### config.mk
export PLATFORM = sky130hd
export DESIGN_NAME = spy_fc_reader
export DESIGN_NICKNAME = d
export VERILOG_FILES = /design/src/rtl/spy_fc_reader_pkg.sv /design/src/rtl/spy_fc_skid.sv /design/src/rtl/spy_fc_reader.sv
export SDC_FILE = /design/constraint.sdc
export NUM_CORES = 1
export LEC_CHECK = 0
export BUFFER_PORTS_ARGS = -buffer_cell sky130_fd_sc_hd__clkbuf_2
export CAP_MARGIN = 0
export CELL_PAD_IN_SITES_DETAIL_PLACEMENT = 1
export CELL_PAD_IN_SITES_GLOBAL_PLACEMENT = 1
export CORE_MARGIN = 2
export CORE_UTILIZATION = 25
export DETAILED_ROUTE_END_ITERATION = 7
export PLACE_DENSITY_LB_ADDON = 0.1
export SKIP_LAST_GASP = 1
export SLEW_MARGIN = 20
export SYNTH_ARGS = -nofsm -noshare
export SYNTH_HDL_FRONTEND = slang
export SYNTH_SLANG_ARGS = --single-unit
export TNS_END_PERCENT = 10
### constraint.sdc
create_clock -name clock -period 5.4 [get_ports clock]
set_input_delay 0.54 -clock clock [delete_from_list [all_inputs] [get_ports clock]]
set_output_delay 0.54 -clock clock [all_outputs]
set_load 0.05 [all_outputs]
### src/rtl/spy_fc_reader_pkg.sv
// Shared types for spy_fc_reader: event-framing states and the tag carried with each output word.
package spy_fc_reader_pkg;

  typedef enum logic [1:0] {
    ST_IDLE    = 2'd0,
    ST_BODY    = 2'd1,
    ST_DISCARD = 2'd2
  } state_e;

  // Framing metadata travelling with each buffered output word.
  typedef struct packed {
    logic last;
    logic trunc;
  } out_tag_t;

endpackage

### src/rtl/spy_fc_skid.sv
// Two-entry output buffer: a push appears at out_dat one cycle later; head is held stable while out_rdy=0.
module spy_fc_skid #(
  parameter int unsigned W = 66
) (
  input  logic         clock,
  input  logic         reset,
  input  logic         push_vld,
  input  logic [W-1:0] push_dat,
  output logic [1:0]   fill,
  output logic         out_vld,
  input  logic         out_rdy,
  output logic [W-1:0] out_dat
);

  logic [W-1:0] head_q, head_d;
  logic [W-1:0] tail_q, tail_d;
  logic [1:0]   fill_q, fill_d;
  logic         pop;

  assign pop = (fill_q != 2'd0) && out_rdy;

  always_comb begin
    head_d = head_q;
    tail_d = tail_q;
    fill_d = fill_q;
    unique case ({push_vld, pop})
      2'b10: begin
        if (fill_q == 2'd0) head_d = push_dat;
        else                tail_d = push_dat;
        fill_d = fill_q + 2'd1;
      end
      2'b01: begin
        head_d = tail_q;
        fill_d = fill_q - 2'd1;
      end
      2'b11: begin
        // Occupancy unchanged; the new word lands behind whatever remains after the pop.
        if (fill_q == 2'd1) begin
          head_d = push_dat;
        end else begin
          head_d = tail_q;
          tail_d = push_dat;
        end
      end
      default: ;
    endcase
  end

  always_ff @(posedge clock or posedge reset) begin
    if (reset) begin
      head_q <= '0;
      tail_q <= '0;
      fill_q <= 2'd0;
    end else begin
      head_q <= head_d;
      tail_q <= tail_d;
      fill_q <= fill_d;
    end
  end

  assign fill    = fill_q;
  assign out_vld = (fill_q != 2'd0);
  assign out_dat = head_q;

endmodule

### src/rtl/spy_fc_reader.sv
// Drains a FWFT flow-control buffer into a framed valid/ready stream, truncating events at MAX_EVENT_WORDS.
// Pop-to-valid latency 1; a 2-entry skid absorbs out_ready stalls. SPY_FC_READER_STATS_EN enables the counters.
module spy_fc_reader
  import spy_fc_reader_pkg::*;
#(
  parameter int unsigned DATA_WIDTH      = 64,
  parameter int unsigned MAX_EVENT_WORDS = 256,
  parameter int unsigned COUNT_WIDTH     = 16
) (
  input  logic                   clock,
  input  logic                   reset,
  input  logic [DATA_WIDTH:0]    in_data,
  input  logic                   in_empty,
  output logic                   in_read_enable,
  output logic [DATA_WIDTH-1:0]  out_data,
  output logic                   out_valid,
  input  logic                   out_ready,
  output logic                   out_last,
  output logic                   out_trunc,
  output logic [COUNT_WIDTH-1:0] event_count,
  output logic [COUNT_WIDTH-1:0] trunc_count
);

  localparam int unsigned WCW = $clog2(MAX_EVENT_WORDS + 1);
  localparam int unsigned EW  = DATA_WIDTH + $bits(out_tag_t);

  state_e          state_q, state_d;
  logic [WCW-1:0]  word_cnt_q, word_cnt_d;
  logic            pop, flag, at_limit;
  logic            push_vld, ev_inc, tr_inc;
  out_tag_t        push_tag, out_tag;
  logic [1:0]      fill;
  logic [EW-1:0]   out_ent;

  assign flag     = in_data[DATA_WIDTH];
  assign at_limit = (word_cnt_q == WCW'(MAX_EVENT_WORDS - 1));

  // DISCARD never pushes, so it may pop regardless of downstream space.
  assign pop = !in_empty && !reset &&
               (state_q == ST_DISCARD || fill < 2'd2 ||
                (fill == 2'd2 && out_ready && out_valid));
  assign in_read_enable = pop;

  always_ff @(posedge clock or posedge reset) begin
    if (reset) begin
      state_q    <= ST_IDLE;
      word_cnt_q <= '0;
    end else begin
      state_q    <= state_d;
      word_cnt_q <= word_cnt_d;
    end
  end

  always_comb begin
    state_d = state_q;
    if (pop) begin
      unique case (state_q)
        ST_IDLE:    if (!flag) state_d = ST_BODY;
        ST_BODY: begin
          if (flag)          state_d = ST_IDLE;
          else if (at_limit) state_d = ST_DISCARD;
        end
        ST_DISCARD: if (flag) state_d = ST_IDLE;
        default:    state_d = ST_IDLE;
      endcase
    end
  end

  always_comb begin
    push_vld   = 1'b0;
    push_tag   = '0;
    word_cnt_d = word_cnt_q;
    ev_inc     = 1'b0;
    tr_inc     = 1'b0;
    if (pop) begin
      unique case (state_q)
        ST_IDLE: begin
          push_vld = 1'b1;
          if (flag) begin
            push_tag.last = 1'b1;
            ev_inc        = 1'b1;
            word_cnt_d    = '0;
          end else begin
            word_cnt_d = WCW'(1);
          end
        end
        ST_BODY: begin
          push_vld = 1'b1;
          if (flag) begin
            push_tag.last = 1'b1;
            ev_inc        = 1'b1;
            word_cnt_d    = '0;
          end else if (at_limit) begin
            push_tag.last  = 1'b1;
            push_tag.trunc = 1'b1;
            ev_inc         = 1'b1;
            tr_inc         = 1'b1;
            word_cnt_d     = '0;
          end else begin
            word_cnt_d = word_cnt_q + WCW'(1);
          end
        end
        default: ;
      endcase
    end
  end

  spy_fc_skid #(.W(EW)) u_skid (
    .clock    (clock),
    .reset    (reset),
    .push_vld (push_vld),
    .push_dat ({in_data[DATA_WIDTH-1:0], push_tag}),
    .fill     (fill),
    .out_vld  (out_valid),
    .out_rdy  (out_ready),
    .out_dat  (out_ent)
  );

  assign {out_data, out_tag} = out_ent;
  assign out_last  = out_tag.last;
  assign out_trunc = out_tag.trunc;

`ifdef SPY_FC_READER_STATS_EN
  logic [COUNT_WIDTH-1:0] event_count_q, event_count_d;
  logic [COUNT_WIDTH-1:0] trunc_count_q, trunc_count_d;

  always_comb begin
    event_count_d = event_count_q + COUNT_WIDTH'(ev_inc);
    trunc_count_d = trunc_count_q + COUNT_WIDTH'(tr_inc);
  end

  always_ff @(posedge clock or posedge reset) begin
    if (reset) begin
      event_count_q <= '0;
      trunc_count_q <= '0;
    end else begin
      event_count_q <= event_count_d;
      trunc_count_q <= trunc_count_d;
    end
  end

  assign event_count = event_count_q;
  assign trunc_count = trunc_count_q;
`else
  logic unused_stats;
  assign unused_stats = ev_inc ^ tr_inc;
  assign event_count  = '0;
  assign trunc_count  = '0;
`endif

endmodule
Yosys cells after proc, flatten, opt, wreduce, memory -nomap -nowiden
Index checks and enable logic that the tools add are counted.

word-level totals
  input bits = 69
  output and inout bits = 100
  bits in registers = 145

operators by class
  reduce and logical (&&, ||, !) cells = 21
  order comparisons = 1
  add/sub/neg operators = 3
  equal/unequal tests = 14
  mux-type cells = 25

operators by type and width
  cell                                                                   number
  66-bit 2-to-1 mux                                                      4
  66-bit one-hot mux with 3 select lines                                 1
  66-bit one-hot mux with 2 select lines                                 1
  9-bit 2-to-1 mux                                                       2
  9-bit one-hot mux with 2 select lines                                  1
  2-bit 2-to-1 mux                                                       6
  9-bit by 1-bit adder with 9-bit output, second input constant          1
  9-bit by 8-bit equality test with 1-bit output, second input constant  1
  2-bit equality test, second input constant                             4
  2-bit inequality test, second input constant                           4
  2-bit nonzero test                                                     4
  1-bit 2-to-1 mux                                                       7
  2-bit by 1-bit equality test with 1-bit output, second input constant  3
  2-bit one-hot mux with 3 select lines                                  1
  1-bit logical AND                                                      5
  2-bit logical NOT                                                      2
  2-bit one-hot mux with 2 select lines                                  1
  2-bit AND reduction                                                    2
  4-bit AND reduction                                                    1
  3-bit inequality test, second input constant                           1
  3-bit AND reduction                                                    1
  3-bit nonzero test                                                     1
  2-bit by 1-bit adder with 2-bit output, second input constant          1
  1-bit logical NOT                                                      2
  6 further kinds                                                        7

Depth between registers and ports, before layout
Gate-level depths: netlist of the first run.

  word-level depth = 9
  mapped depth = 12
  depth with buffers taken out = 10

Hierarchy
From an unflattened synthesis of the first run, not the netlist that was laid out.

second synthesis, totals
  cells, all modules = 642
  area total of the unflattened synthesis = 6832.8 um^2

modules (own cells, without submodules)
  module         area an instance (um^2)  cells an instance  times used
  spy_fc_skid    5875.6                   541                1
  spy_fc_reader  957.2                    101                1

Worst setup path before layout of the first run
Ideal clock, no wire load.

  kind = register to output
  start point = reg u_skid.fill_q[1], in the netlist u_skid.fill[1]
  end point = out in_read_enable
  arrival time = 2.274 ns
  cell stages (with the launch flop) = 5
  slack = 2.586 ns
  path through = dfrtp_1 > inv_1 > ha_1 > nand3b_4 > a311oi_1

between the ends
  cells in the longest elaborated chain, start to end = 5

ends and longest elaborated chain
  item                             line                 source
  start, declared                  spy_fc_skid.sv:17    logic [1:0] fill_q, fill_d;
  start signal, assigned           spy_fc_skid.sv:57    fill_q <= fill_d;
  2-bit equality test              spy_fc_reader.sv:41  (fill == 2'd2 && out_ready && out_valid));
  1-bit logical AND (2 in series)  spy_fc_reader.sv:41
  1-bit logical OR *               spy_fc_reader.sv:40  (state_q == ST_DISCARD || fill < 2'd2 ||
  1-bit logical AND *              spy_fc_reader.sv:39  assign pop = !in_empty && !reset &&
  end, declared                    spy_fc_reader.sv:14  output logic in_read_enable,

Mark *: on every way between the ends. The rest lies on a longest branch, timed or not.

Worst setup path after layout of the first run
  start point = reg u_skid.fill_q[1], in the netlist u_skid.fill[1]
  end point = reg u_skid.head_q[36], in the netlist u_skid.out_dat[36]

between the ends
  cells in the longest elaborated chain, start to end = 9

ends and longest elaborated chain
  item                                                                                                     line                 source
  2-bit equality test                                                                                      spy_fc_reader.sv:41
  1-bit logical AND (2 in series)                                                                          spy_fc_reader.sv:41
  1-bit logical OR *                                                                                       spy_fc_reader.sv:40
  1-bit logical AND *                                                                                      spy_fc_reader.sv:39
  1-bit 2-to-1 mux *                                                                                       spy_fc_reader.sv:75  if (pop) begin
  via push_vld                                                                                             spy_fc_reader.sv:30  logic push_vld, ev_inc, tr_inc;
  2-bit equality test / 2-bit by 1-bit equality test with 1-bit output (equally long branches)             spy_fc_skid.sv:26    unique case ({push_vld, pop})
  2-bit by 1-bit inequality test with 1-bit output (no line) / 3-bit nonzero test (equally long branches)  n/a
  2-bit AND reduction (no line)                                                                            n/a
  end signal, assigned                                                                                     spy_fc_skid.sv:51    head_q <= '0;
  end signal, assigned                                                                                     spy_fc_skid.sv:55    head_q <= head_d;
  end, declared                                                                                            spy_fc_skid.sv:15    logic [W-1:0] head_q, head_d;

The timed path passes the listed nets; every way through them passes the cells marked *.
A chain may end at the register's enable or synchronous reset.

==> flow_summary.toml, run 1 <==
[run_status]
status = "complete, no violations"

[logic_synthesis]
synth_ff_type = "dfrtp_1"
yosysWarningCount = 0
synth-seq-cells = 145
synthTopCellsByArea = "dfrtp_1 56%, mux2_2 11%, a22oi_1 7.4%"
syn_area_sq_um = 6470
synthCells = 570
synth_top_area_cell = "dfrtp_1"
ys_seq_area_share_pct = 56.1
async_flop_share_pct = 100
synth_top_cell_area_share_pct = 56.1
synth-edff-count = 0
syn_area_per_cell_sq_um = 11.4
ys_types = 45

[setup_path]
crit_slowest_cell = "a2111o_1"
crit_required_ns = 5.74
setup.worst_path.class = "flop to flop"
cp-end-kind = "flop"
worstPathMaxFanout = 37
crit_top_cell = "ha_1"
max_stage_delay_ns = 0.63
path_cells = "inv_1 > ha_1 > nand3b_4 > a2111o_1 > clkinv_2 > ha_1 > nor2b_1 > o21a_2 > buf_4 > a22oi_1 > o21ai_0"
worstPathArrival_ns = 4.09
cp-start-kind = "flop"

[global_routing]
grt_use_total_pct = 13.1
grt_overflow = 0
grt_antenna_before_repair = 1
grt_pass1_wl_microns = 27400
grt_pass1_vias = 4920
grt_max_degree = 91

[clocking]
cts_max_path_buffers = 2
root_buffer = "clkbuf_16"
cts_tree = "yes"
htree_levels = 4
clock_latency_ns = 0.42
cts_resized = 0
ctsHoldBuffers = 0
cts_made_buffers = 17
post_cts_buffers = 0
clkSlewWorstSetupHoldPaths_ns = 0.06
cts.sink_count = 145

[detailed_routing]
postRouteAntennaNets = 0
num_vias = 4686
routed.top_layer = "met5"
routed_wl_microns = 17000
wl_met3_microns = 893
drc_errors = 0
first_iter_violations = 203
vias_per_cell = 4.52
routed-wl-met2_microns = 7650
dr.pass1.iters = 4
met1_length_microns = 8270
wl_per_cell_microns = 16.4

[floorplan]
die_w_microns = 165
core.rowCount = 58
dieArea_sq_um = 27200
core_sq_um = 25300
io_pins = 169
die_y_microns = 165
start_util_pct = 25.6

[hold_path]
holdCritPathClass = "input pin to async pin"

[pwr]
p_leak_nw = 3.67
power.density_nw_per_um2 = 661
ir_worst_vdd_mv = 0.293

[timing]
worstMarginPinSlew_ns = 1.04
fin_skew_ns = 0.00816
final_hold_viol_count = 0
setup_viol = 0
slew_viol_final = 0
period_minus_slack_ns = 3.75
finalSetupTns_ns = 0
max_freq_ghz = 0.266
post-route-period-util_pct = 69.5
relSlewSlack_pct = 30.5
rsz0062_at_grt = "false"

[final_layout]
drive_above_1_share_pct = 35.6
final_cells = 1037
stdcell_area_sq_um = 7950
antennaDiodeCount = 0
areaGrowthSynthToFinish_pct = 22.9
nNetsFinal = 771

[placed_design]
dp_hpwl_microns = 11300
placedCellCount = 1006
io_buffers = 136
placed_area_sq_um = 7330
gp_congestion = 0.731

[flow_run]
drv_cap = 0
[path summary, 6_finish.rpt]
| path | startpoint | endpoint | slack [ns] | depth (start not counted) |
|---|---|---|---|---|
| worst max-delay path | u_skid.fill[1]$_DFFE_PP0P_ | u_skid.out_dat[36]$_DFFE_PP0P_ | 1.65 | 11 |
| worst min-delay path | reset | u_skid.fill[1]$_DFFE_PP0P_ | 0.33 | 2 |
| worst max register to register | u_skid.fill[1]$_DFFE_PP0P_ | u_skid.out_dat[36]$_DFFE_PP0P_ | 1.65 | 11 |
| worst min register to register | u_skid.out_dat[23]$_DFFE_PP0P_ | u_skid.out_dat[23]$_DFFE_PP0P_ | 0.48 | 2 |
| max in group asynchronous | reset | u_skid.out_dat[49]$_DFFE_PP0P_ | 3.78 | 3 |
| min in group clock | in_data[18] | u_skid.tail_q[20]$_DFFE_PP0P_ | 0.36 | 2 |
[logic make-up (layout without fill, tap and decap cells)]
family                   Yosys count  after routing  share of synthesized area [%]
flip-flops                       145            145                           56.1
XOR/XNOR                           2              2                          0.271
AND/OR/NAND/NOR                  108            108                           7.42
adder cells (fa/ha/maj)            7              7                           1.35
AO/OA/AOI/OAI                    165            165                           16.6
other                              1             32                         0.0579
multiplexers                      64             64                           11.1
buffers and inverters             78            184                           7.10
[through the flow]
stage          total power [mW]  setup slack (ns)  hold slack, ns  util (%)
2_1_floorplan              3.52             0.965           0.449         -
3_3_place_gp               4.00              1.71           0.465      28.9
3_5_place_dp               4.05              1.60           0.473      28.9
4_1_cts                    5.34              1.58           0.346      31.4
5_1_grt                    5.61              1.24           0.354      31.4
6_report                   5.25              1.65           0.327      31.4
[synth_stat cells (2+ instances only)]
cell type	number
clkbuf_1	9
a31oi_1	2
nor3_1	3
dfrtp_1	145
xnor2_1	2
nor2_1	8
o31ai_1	7
o21a_1	2
nor3b_2	2
buf_4	34
ha_1	7
buf_2	24
nand3_1	5
a21boi_0	2
o21ai_0	73
nand2_1	78
a22oi_1	64
nor2b_1	2
a21oi_1	4
mux2_2	64
inv_1	8
or3_1	2
[cells in the final DEF, fill, tap and decap left out, types with 2 or more instances in the layout]
cell / synthesis / final
inv_1: 8 / 7
inv_6: 0 / 3
ha_1: 7 / 7
clkinvlp_4: 0 / 3
a22oi_1: 64 / 64
or3_1: 2 / 2
nor3_1: 3 / 3
conb_1: 1 / 32
a21boi_0: 2 / 2
nand3_1: 5 / 5
xnor2_1: 2 / 2
mux2_2: 64 / 64
nor2_1: 8 / 8
nand2_2: 1 / 2
o31ai_1: 7 / 7
nand2_1: 78 / 77
buf_4: 34 / 7
o21ai_0: 73 / 73
clkbuf_16: 0 / 17
nor3b_2: 2 / 2
a21oi_1: 4 / 4
a31oi_1: 2 / 2
dfrtp_1: 145 / 145
clkinv_2: 1 / 4
nor2b_1: 2 / 2
clkbuf_2: 0 / 136
bufinv_16: 0 / 4
[per-layer routing]
layer  track usage, %  vias to the layer above
met4             4.19                        2
met2             19.8                      113
li1                 -                     2220
met1             18.4                     2331
met3             3.34                       20
met5                0                        -
[layout make-up]
type | count | area (sq um)
Fill cell | 2829 | 17400
Inverter | 10 | 43.8
Multi-Input combinational cell | 378 | 2510
Clock buffer | 18 | 439
Sequential cell | 145 | 3630
Tap cell | 330 | 413
Timing Repair Buffer | 143 | 733
Clock inverter | 13 | 184
[worst max-delay path, delay by kind of cell, from the launching register on]
family,cells,cell delay (ns)
flops,1,0.47
buf+inv,3,0.83
simple gates,2,0.34
compound gates,4,1.55
fa+ha+maj,2,0.46
[power by group]
part | switching (mW) | internal [mW] | total, mW
logic | 1.50 | 0.636 | 2.14
registers | 0.276 | 1.57 | 1.85
clock network | 0.480 | 0.784 | 1.26
[registers in the layout, indices dropped and copies added (netlist names)]
| signal | flops |
|---|---|
| u_skid.out_dat | 66 |
| u_skid.fill | 2 |
| u_skid.tail_q | 66 |
| word_cnt_q | 9 |
| state_q | 2 |
(Power assumes the default switching activity.)
==> inputs of run 2 (changes only) <==
Clock period 5.4 ns to 3.7 ns, I/O delays scaled along.
==> flow_summary.toml, run 2 (synthesis gave the netlist of run 1 again) <==
[floorplan]
core_sq_um = 25300
die_w_microns = 165
dieArea_sq_um = 27200
core.rowCount = 58
io_pins = 169
start_util_pct = 25.6
die_y_microns = 165

[final_layout]
final_common_cell = "dfrtp_1"
final_cells = 1040
areaGrowthSynthToFinish_pct = 24.0
drive_above_1_share_pct = 35.6
regArea_sq_um = 3630
antennaDiodeCount = 0
final_cell_mix = "145 x dfrtp_1, 136 x clkbuf_2, 77 x nand2_1"
nNetsFinal = 774
nFillCells = 2840
multi_input_area_sq_um = 2510

[clocking]
clock_latency_ns = 0.41
cts_resized = 0
cts_made_buffers = 17
cts.sink_count = 145
ctsHoldBuffers = 0
root_buffer = "clkbuf_16"
htree_levels = 4
cts_max_path_buffers = 2
post_cts_buffers = 0
clkSlewWorstSetupHoldPaths_ns = 0.06
cts_tree = "yes"

[hold_path]
holdCritStartpoint = "in_data[63]"
holdPathEnd = "u_skid.tail_q[65]$_DFFE_PP0P_"
holdCritPathClass = "input pin to flop"
hold_path_depth = 2

[setup_path]
r2r_setup_slack_ns = 0.69
timing.rr.start = "u_skid.fill[1]$_DFFE_PP0P_"
worstReg2RegEnd = "u_skid.out_dat[24]$_DFFE_PP0P_"
cp-end-kind = "flop"
worstPathArrival_ns = 3.34
r2r_cells = 11
setup.worst_path.class = "flop to flop"
cp-start-kind = "flop"
worstPathMaxFanout = 31
crit_required_ns = 4.03

[timing]
worstMarginPinSlew_ns = 0.829
slew_viol_final = 0
final_hold_viol_count = 0
relSlewSlack_pct = 44.7
max_freq_ghz = 0.332
period_minus_slack_ns = 3.01
rsz0062_at_grt = "false"
hold_ws_ns = 0.208
setup_viol = 0
fin_skew_ns = 0.00841
finalSetupTns_ns = 0
worst_slack_ns = 0.688
post-route-period-util_pct = 81.4

[placed_design]
pre_cts_ws_ns = 0.647
io_buffers = 136
dp_hpwl_microns = 11400
gp_congestion = 0.751
placedCellCount = 1009

[global_routing]
grt_overflow = 0
grt_use_total_pct = 13.0
grt_max_degree = 146
grt_pass1_wl_microns = 27100
grt_antenna_before_repair = 2
grt_pass1_vias = 4890

[detailed_routing]
routed-wl-met2_microns = 8030
wl_met3_microns = 963
drc_errors = 0
dr.pass1.iters = 6
first_iter_violations = 185
met1_length_microns = 7960
routed_wl_microns = 17200
wl_per_cell_microns = 16.5
routed.top_layer = "met5"
vias_per_cell = 4.48
num_vias = 4663
postRouteAntennaNets = 0

[pwr]
p_sw_mw = 3.29
power.sequential.fraction_pct = 35.2
clockPowerShare_pct = 23.1
total_power_mw = 7.66
p_comb_share_pct = 41.8
p_leak_nw = 3.70
power.density_nw_per_um2 = 955
switching_share_pct = 43.0
intPower_mw = 4.37
ir_worst_vdd_mv = 0.398

[flow_run]
drv_cap = 0

[run_status]
status = "complete, no violations"
## run 2: cell count changes in the layout (fill, tap and decap cells not counted)
cell,change
buf_12,+6
bufinv_16,-1
clkinv_4,-1
buf_4,-3
clkinv_2,+1
clkbuf_8,+1
inv_6,-2
clkbuf_1,+2
## run 2: area by class of cell
cell class / count / area share, %
clock buffers: 21 / 5.74
inverters: 10 / 0.530
flip-flops and latches: 145 / 45.2
repair buffers: 146 / 10.4
multi-input cells: 378 / 31.3
clock inverters: 10 / 1.67
well taps: 330 / 5.15
## run 2: power groups by stage
| stage | combinational [mW] | clock, mW | sequential (mW) |
|---|---|---|---|
| CTS | 3.27 | 1.83 | 2.70 |
| finish | 3.20 | 1.77 | 2.69 |
| global route | 3.49 | 1.90 | 2.79 |
| global placement | 3.21 | 0 | 2.69 |
| detailed placement | 3.26 | 0 | 2.73 |
| floorplan | 1.42 | 0 | 3.72 |
## run 2: worst max path at each step
| stage | from | endpoint | slack (ns) |
|---|---|---|---|
| finish | u_skid.fill[1]$_DFFE_PP0P_ | u_skid.out_dat[24]$_DFFE_PP0P_ | 0.69 |
| global route | u_skid.fill[1]$_DFFE_PP0P_ | u_skid.out_dat[24]$_DFFE_PP0P_ | 0.43 |
| CTS | u_skid.fill[1]$_DFFE_PP0P_ | u_skid.out_dat[35]$_DFFE_PP0P_ | 0.63 |
| detailed placement | u_skid.fill[1]$_DFFE_PP0P_ | u_skid.out_dat[27]$_DFFE_PP0P_ | 0.65 |
| global placement | u_skid.fill[1]$_DFFE_PP0P_ | u_skid.out_dat[24]$_DFFE_PP0P_ | 0.79 |
| floorplan | u_skid.fill[1]$_DFFE_PP0P_ | u_skid.tail_q[10]$_DFFE_PP0P_ | 0.91 |
## run 2: per-layer routing
| metal | track usage (%) | up-vias |
|---|---|---|
| li1 | - | 2223 |
| met1 | 17.3 | 2312 |
| met2 | 20.4 | 110 |
| met3 | 4.50 | 14 |
| met4 | 3.32 | 4 |
| met5 | 0 | - |
## run 2: critical path, stage by stage (launching register included)
cell and delay [ns]:
dfrtp_1 0.47, inv_1 0.10, ha_1 0.27, nand3b_4 0.20, a2111o_1 0.45, clkinv_2 0.13, ha_1 0.20, nor2b_1 0.20
o21a_2 0.18, buf_4 0.37, a22oi_1 0.15, o21ai_0 0.17
## run 2: per-stage QoR
step | instance area [sq um] | util, %
floorplan | 6590 | -
global placement | 7430 | 29.3
detailed placement | 7430 | 29.3
CTS | 8020 | 31.7
global route | 8020 | 31.7
finish | 8020 | 31.7
